--- src/rtl/trace_scheduler_if.sv ---
// Tracer handshake and trace-buffer write port seen by trace_scheduler.
// master = scheduler side, slave = tracer core / buffer side.
interface trace_scheduler_if #(
  parameter int unsigned COL_W    = 10,
  parameter int unsigned HEIGHT_W = 8
);
  logic                trace_start;
  logic [COL_W-1:0]    trace_col;
  logic                trace_abort;
  logic                trace_done;
  logic                trace_side;
  logic [HEIGHT_W-1:0] trace_height;
  logic                buf_we;
  logic [COL_W-1:0]    buf_addr;
  logic                buf_side;
  logic [HEIGHT_W-1:0] buf_height;

  modport master (
    output trace_start, trace_col, trace_abort, buf_we, buf_addr, buf_side, buf_height,
    input  trace_done, trace_side, trace_height
  );

  modport slave (
    input  trace_start, trace_col, trace_abort, buf_we, buf_addr, buf_side, buf_height,
    output trace_done, trace_side, trace_height
  );
endinterface

--- src/rtl/trace_scheduler.sv ---
// Walks the column tracer over every column during VBLANK and stores results in the trace buffer.
// Optional TRACE_PERF_EN adds perf_cycles: cycles from column 0 issue to frame_done.
module trace_scheduler #(
  parameter int unsigned NUM_COLS = 640,
  parameter int unsigned COL_W    = 10,
  parameter int unsigned HEIGHT_W = 8,
  parameter int unsigned TIMEOUT  = 1023
) (
  input  logic                 clk,
  input  logic                 reset,
  input  logic                 vblank,
  input  logic                 enable,
  trace_scheduler_if.master    bus,
  output logic                 busy,
  output logic                 frame_done,
  output logic                 overrun,
  output logic                 timeout
`ifdef TRACE_PERF_EN
  ,
  output logic [15:0]          perf_cycles
`endif
);
  localparam int unsigned WD_W = (TIMEOUT > 0) ? $clog2(TIMEOUT + 1) : 1;
  localparam logic [COL_W-1:0] LastCol = COL_W'(NUM_COLS - 1);
  localparam logic [WD_W-1:0]  WdMax   = WD_W'(TIMEOUT);

  typedef enum logic [1:0] {StIdle, StIssue, StWait, StStore} state_e;

  state_e              state_q, state_d;
  logic                vblank_q, rise;
  logic [COL_W-1:0]    col_q, col_d;
  logic [WD_W-1:0]     wd_q, wd_d;
  logic                side_q, side_d;
  logic [HEIGHT_W-1:0] height_q, height_d;
  logic [COL_W-1:0]    addr_hold_q;
  logic                side_hold_q;
  logic [HEIGHT_W-1:0] height_hold_q;
  logic                frame_done_q, frame_done_d;
  logic                overrun_q, overrun_d;
  logic                timeout_q, timeout_d;

  assign rise = vblank & ~vblank_q;

  always_comb begin
    state_d         = state_q;
    col_d           = col_q;
    wd_d            = wd_q;
    side_d          = side_q;
    height_d        = height_q;
    frame_done_d    = 1'b0;
    overrun_d       = overrun_q;
    timeout_d       = timeout_q;
    bus.trace_start = 1'b0;
    bus.trace_abort = 1'b0;
    bus.buf_we      = 1'b0;
    unique case (state_q)
      StIdle: begin
        if (rise && enable) begin
          col_d   = '0;
          state_d = StIssue;
        end
      end
      StIssue: begin
        if (!vblank) begin
          overrun_d = 1'b1;
          state_d   = StIdle;
        end else begin
          bus.trace_start = 1'b1;
          wd_d            = '0;
          state_d         = StWait;
        end
      end
      StWait: begin
        if (!vblank) begin
          bus.trace_abort = 1'b1;
          overrun_d       = 1'b1;
          state_d         = StIdle;
        end else if (bus.trace_done) begin
          side_d   = bus.trace_side;
          height_d = bus.trace_height;
          state_d  = StStore;
        end else if (wd_q == WdMax) begin
          // Dead column: store zeros so the renderer draws nothing here.
          side_d          = 1'b0;
          height_d        = '0;
          timeout_d       = 1'b1;
          bus.trace_abort = 1'b1;
          state_d         = StStore;
        end else begin
          wd_d = wd_q + WD_W'(1);
        end
      end
      StStore: begin
        if (!vblank) begin
          overrun_d = 1'b1;
          state_d   = StIdle;
        end else begin
          bus.buf_we = 1'b1;
          if (col_q == LastCol) begin
            frame_done_d = 1'b1;
            state_d      = StIdle;
          end else begin
            col_d   = col_q + COL_W'(1);
            state_d = StIssue;
          end
        end
      end
      default: state_d = StIdle;
    endcase
    // Reset wins over everything the current state would drive this cycle.
    if (reset) begin
      bus.trace_start = 1'b0;
      bus.trace_abort = 1'b0;
      bus.buf_we      = 1'b0;
    end
  end

  always_ff @(posedge clk) begin
    if (reset) begin
      state_q       <= StIdle;
      vblank_q      <= 1'b0;
      col_q         <= '0;
      wd_q          <= '0;
      side_q        <= 1'b0;
      height_q      <= '0;
      addr_hold_q   <= '0;
      side_hold_q   <= 1'b0;
      height_hold_q <= '0;
      frame_done_q  <= 1'b0;
      overrun_q     <= 1'b0;
      timeout_q     <= 1'b0;
    end else begin
      state_q       <= state_d;
      vblank_q      <= vblank;
      col_q         <= col_d;
      wd_q          <= wd_d;
      side_q        <= side_d;
      height_q      <= height_d;
      addr_hold_q   <= bus.buf_addr;
      side_hold_q   <= bus.buf_side;
      height_hold_q <= bus.buf_height;
      frame_done_q  <= frame_done_d;
      overrun_q     <= overrun_d;
      timeout_q     <= timeout_d;
    end
  end

  // Buffer port shows the live write only while buf_we is high, else the last write.
  assign bus.trace_col  = col_q;
  assign bus.buf_addr   = bus.buf_we ? col_q    : addr_hold_q;
  assign bus.buf_side   = bus.buf_we ? side_q   : side_hold_q;
  assign bus.buf_height = bus.buf_we ? height_q : height_hold_q;
  assign busy           = (state_q != StIdle);
  assign frame_done     = frame_done_q;
  assign overrun        = overrun_q;
  assign timeout        = timeout_q;

`ifdef TRACE_PERF_EN
  logic [15:0] perf_cnt_q, perf_q;

  always_ff @(posedge clk) begin
    if (reset) begin
      perf_cnt_q <= '0;
      perf_q     <= '0;
    end else begin
      if (state_q == StIdle) begin
        perf_cnt_q <= '0;
      end else if (perf_cnt_q != 16'hFFFF) begin
        perf_cnt_q <= perf_cnt_q + 16'd1;
      end
      if (frame_done_d) begin
        perf_q <= (perf_cnt_q == 16'hFFFF) ? 16'hFFFF : perf_cnt_q + 16'd1;
      end
    end
  end

  assign perf_cycles = perf_q;
`endif
endmodule

--- src/flat_wrapper.sv ---
// flat-port wrapper written by rule: the top's interface ports become plain ports
module trace_scheduler_flat 
#(
  parameter int unsigned NUM_COLS = 640,
  parameter int unsigned COL_W    = 10,
  parameter int unsigned HEIGHT_W = 8,
  parameter int unsigned TIMEOUT  = 1023
)
  (clk, reset, vblank, enable, busy, frame_done, overrun, timeout, bus_trace_start, bus_trace_col, bus_trace_abort, bus_buf_we, bus_buf_addr, bus_buf_side, bus_buf_height, bus_trace_done, bus_trace_side, bus_trace_height);
  trace_scheduler_if #(.COL_W(COL_W), .HEIGHT_W(HEIGHT_W)) bus_i ();
  input  logic clk;
  input  logic reset;
  input  logic vblank;
  input  logic enable;
  output logic busy;
  output logic frame_done;
  output logic overrun;
  output logic timeout;
  output wire logic [$bits(bus_i.trace_start)-1:0] bus_trace_start;
  output wire logic [$bits(bus_i.trace_col)-1:0] bus_trace_col;
  output wire logic [$bits(bus_i.trace_abort)-1:0] bus_trace_abort;
  output wire logic [$bits(bus_i.buf_we)-1:0] bus_buf_we;
  output wire logic [$bits(bus_i.buf_addr)-1:0] bus_buf_addr;
  output wire logic [$bits(bus_i.buf_side)-1:0] bus_buf_side;
  output wire logic [$bits(bus_i.buf_height)-1:0] bus_buf_height;
  input wire logic [$bits(bus_i.trace_done)-1:0] bus_trace_done;
  input wire logic [$bits(bus_i.trace_side)-1:0] bus_trace_side;
  input wire logic [$bits(bus_i.trace_height)-1:0] bus_trace_height;
  assign bus_trace_start = bus_i.trace_start;
  assign bus_trace_col = bus_i.trace_col;
  assign bus_trace_abort = bus_i.trace_abort;
  assign bus_buf_we = bus_i.buf_we;
  assign bus_buf_addr = bus_i.buf_addr;
  assign bus_buf_side = bus_i.buf_side;
  assign bus_buf_height = bus_i.buf_height;
  assign bus_i.trace_done = bus_trace_done;
  assign bus_i.trace_side = bus_trace_side;
  assign bus_i.trace_height = bus_trace_height;
  trace_scheduler #(.NUM_COLS(NUM_COLS), .COL_W(COL_W), .HEIGHT_W(HEIGHT_W), .TIMEOUT(TIMEOUT)) u_core (.clk(clk), .reset(reset), .vblank(vblank), .enable(enable), .bus(bus_i), .busy(busy), .frame_done(frame_done), .overrun(overrun), .timeout(timeout));
endmodule
--- config.mk ---
export PLATFORM = sky130hd
export DESIGN_NAME = trace_scheduler_flat
export DESIGN_NICKNAME = d
export VERILOG_FILES = /design/src/rtl/trace_scheduler_if.sv /design/src/rtl/trace_scheduler.sv /design/src/flat_wrapper.sv
export SDC_FILE = /design/constraint.sdc
export NUM_CORES = 1
export LEC_CHECK = 0
export ABC_AREA = 1
export ABC_CLOCK_PERIOD_IN_PS = 1400
export BUFFER_PORTS_ARGS = -buffer_cell sky130_fd_sc_hd__buf_4
export CAP_MARGIN = 20
export CORE_MARGIN = 4
export CORE_UTILIZATION = 50
export CTS_CLUSTER_DIAMETER = 200
export DETAILED_ROUTE_END_ITERATION = 10
export MAX_ROUTING_LAYER = met4
export PLACE_DENSITY_LB_ADDON = 0.05
export SLEW_MARGIN = 0
export SYNTH_ARGS = -nofsm -noshare
export SYNTH_HDL_FRONTEND = slang
export SYNTH_SLANG_ARGS = --single-unit
export TNS_END_PERCENT = 10
--- constraint.sdc ---
create_clock -name clk -period 1.4 [get_ports clk]
set_input_delay 0 -clock clk [delete_from_list [all_inputs] [get_ports clk]]
set_output_delay 0 -clock clk [all_outputs]
set_load 0.005 [all_outputs]
==> reports/metrics.cfg <==
[status]
status=complete, but fails checks
violations=negative setup slack

[worst_setup_path]
reg2reg_slack_ns=-0.07
cp-start-kind=flop
crit_type=flop to output pin
worstPathRequired_ns=1.40
cp_max_fo=9
end_kind=output pin
worstPathArrival_ns=1.61

[floorplan]
die_y_um=81.9
core_um2=5200
dieWidth_um=81.9
ioPinCount=50
rows=26
start_util_pct=52.5
dieArea_um2=6710

[routing]
drt_iter0_markers=124
drt_first_pass_iters=4
drc=0
ant_nets=0
totalWireLength_mm=6.99
routed_via_density=4.89
wl_met3_um=240
wl_per_cell_um=12.2
routed-wl-met2_mm=3.53
route.top_layer_used=met4
vias=2808
met1_length_mm=3.13

[cts]
cts_tree=built
clk_path_buf_depth=2
path_clk_slew_ns=0.10
worst_skew_pair.late_latency_ns=0.31
cts_root_buffer=clkbuf_8
ctsHtreeMaxLevel=2
clock-sinks=54
cts_buffers=5

[synthesis]
synthFlopType=dfxtp_1
muxShareOfSynthArea_pct=0
synth_compound_area_share_pct=10.4
synth_cell_types=31
yosys.area_share.adder_pct=0.915
synth_simple_gate_area_share_pct=36.9
netlist_instances=405
ys_async_sr_fraction_pct=0
synth_top_family_by_area=simple AND/OR/NAND/NOR gates
syn_avg_cell_area_um2=6.75
yosysWarnings=0
synthesis.nets=421
synthXorXnorAreaFrac_pct=0.320
synth_enable_flop_cells=0
netlist_area_um2=2730
ys_seq_area_share_pct=39.5
ys_seq_elements=54

[place]
io_buffers=49
dpl.hpwl_mm=4.79
dpl_worst_slack_ns=-0.0617
gp_congestion=0.901

[power]
swShare_pct=23.9
pwr-share-seq_pct=52.4
vdd_drop_max_v=0.000487
p_sw_uw=718
leakagePower_nw=1.96
p_per_area_nw_per_um2=775
pwr-share-clk_pct=37.3
pwr-share-comb_pct=10.3
p_int_mw=2.29

[cells_and_area]
finalNetCount=519
n_antenna_cell=0
area_growth_pct=42.0
drive_above_1_share_pct=35.9

[sta]
finalCriticalPeriod_ns=1.61
fin_skew_ns=0.00805
worst_pin_slew_ns=0.365
finalMaxSlewViolations=0
fin_setup_tns_ns=-4.21
finalHoldViolCount=0
period_share_pct=115
clock.fmax_ghz=0.622
rsz0062_at_grt=true
setup_viol=36
slew-limit-headroom_pct=75.7
final.setup.worst_slack_ns=-0.207

[global_route]
track_usage_pct=23.0
grt_pass1_wl_mm=11.9
grt_start_max_net_pins=33
grt.overflow.total=0
antenna_found_initial=0
first_global_vias=2684

[flow_run]
maxCapViolCount=0

[min_path]
hp-class=input pin to flop

-- cells in the mapped netlist, types with 4 or more instances --
cell	number	area, um2
nand4_1	4	25.0
nor3_1	5	25.0
or2_2	19	119
dfxtp_1	54	1080
nand2_2	5	31.3
o21ai_1	13	65.1
nor2_1	67	251
nand3_1	27	135
nand2_1	79	297
o21ai_0	11	55.1
clkbuf_1	6	22.5
a21oi_1	27	135
inv_1	59	221
-- through the flow --
stage          instances  hold WS, ns  power, mW  area [um2]  util (%)
3_3_place_gp         552        0.232       1.87        3430      66.0
3_5_place_dp         552        0.235       1.87        3430      66.0
2_1_floorplan        405        0.142       1.76        2750         -
5_1_grt              574       0.0350       3.12        3880      74.6
4_1_cts              574       0.0136       3.03        3830      73.7
6_report             574       0.0225       3.01        3880      74.6
-- routing by layer --
metal	track usage [%]	up-vias
li1	-	1449
met4	5.98	0
met1	27.1	1302
met5	-	-
met3	4.06	10
met2	40.4	47
-- critical path, stage by stage, from the launching register on --
cell and delay [ns]:
dfxtp_2 0.35, nand2_2 0.09, inv_4 0.05, nand2_4 0.07, nor2_4 0.06, buf_6 0.13, or2_2 0.28, o21ai_2 0.07
inv_1 0.05, buf_4 0.13
-- power by group through the flow --
stage,Clock [mW],Combinational [mW],Sequential (mW)
after floorplan,0,0.153,1.61
after global routing,1.20,0.342,1.58
final,1.12,0.311,1.57
after global placement,0,0.258,1.61
after detailed placement,0,0.259,1.61
after CTS,1.15,0.305,1.57
-- cell usage in the layout (no fill, tap or decap), drive strengths merged, types with 2 or more instances in the layout --
master | Yosys | final
dlygate4sd3 | 0 | 8
or2 | 20 | 20
nand4 | 4 | 4
buf | 8 | 97
ha | 2 | 2
clkbuf | 6 | 6
nand2 | 86 | 86
a21oi | 27 | 27
o21ai | 25 | 25
nand3 | 29 | 29
nor3 | 7 | 7
dfxtp | 54 | 54
inv | 62 | 62
nor2 | 71 | 71
-- area by class of cell --
| class | instances | area [um2] |
|---|---|---|
| timing repair buffer | 105 | 835 |
| sequential | 54 | 1090 |
| clock buffer | 6 | 82.6 |
| inverter | 62 | 249 |
| multi-input combinational | 275 | 1500 |
| clock inverter | 2 | 38.8 |
| tap | 70 | 87.6 |
| fill | 441 | 1320 |
-- path summary, 6_finish.rpt --
| kind | startpoint | end | cells past startpoint |
|---|---|---|---|
| worst min-delay path | bus_trace_done | u_core.height_q[4] | 3 |
| worst max-delay path | u_core.state_q[0] | bus_buf_addr[9] | 9 |
| worst max register to register | u_core.state_q[0] | u_core.wd_q[0] | 9 |
| worst min register to register | u_core.side_q | u_core.side_q | 2 |
-- flip-flops by register name, summed over array words and instances (netlist names) --
register	count
u_core.addr_hold_q	10
u_core.bus.trace_col	10
u_core.wd_q	10
u_core.height_hold_q	8
u_core.height_q	8
u_core.state_q	2
u_core.frame_done	1
u_core.overrun	1
u_core.side_hold_q	1
u_core.side_q	1
u_core.timeout	1
u_core.vblank_q	1
-- kinds of logic after synthesis --
family	count (synthesis)
compound gates	54
buf+inv	76
fa+ha+maj	2
simple gates	218
flops	54
xor+xnor	1
-- repair_timing --
action,4_1_cts,5_1_grt
endpoints found under the hold margin,8,0
buffers inserted,6,0
hold buffers,8,0
gates resized for setup,54,11
pin swaps,5,3
endpoints found under the setup margin,45,51
No activity file was read; power rests on OpenSTA's default activity.
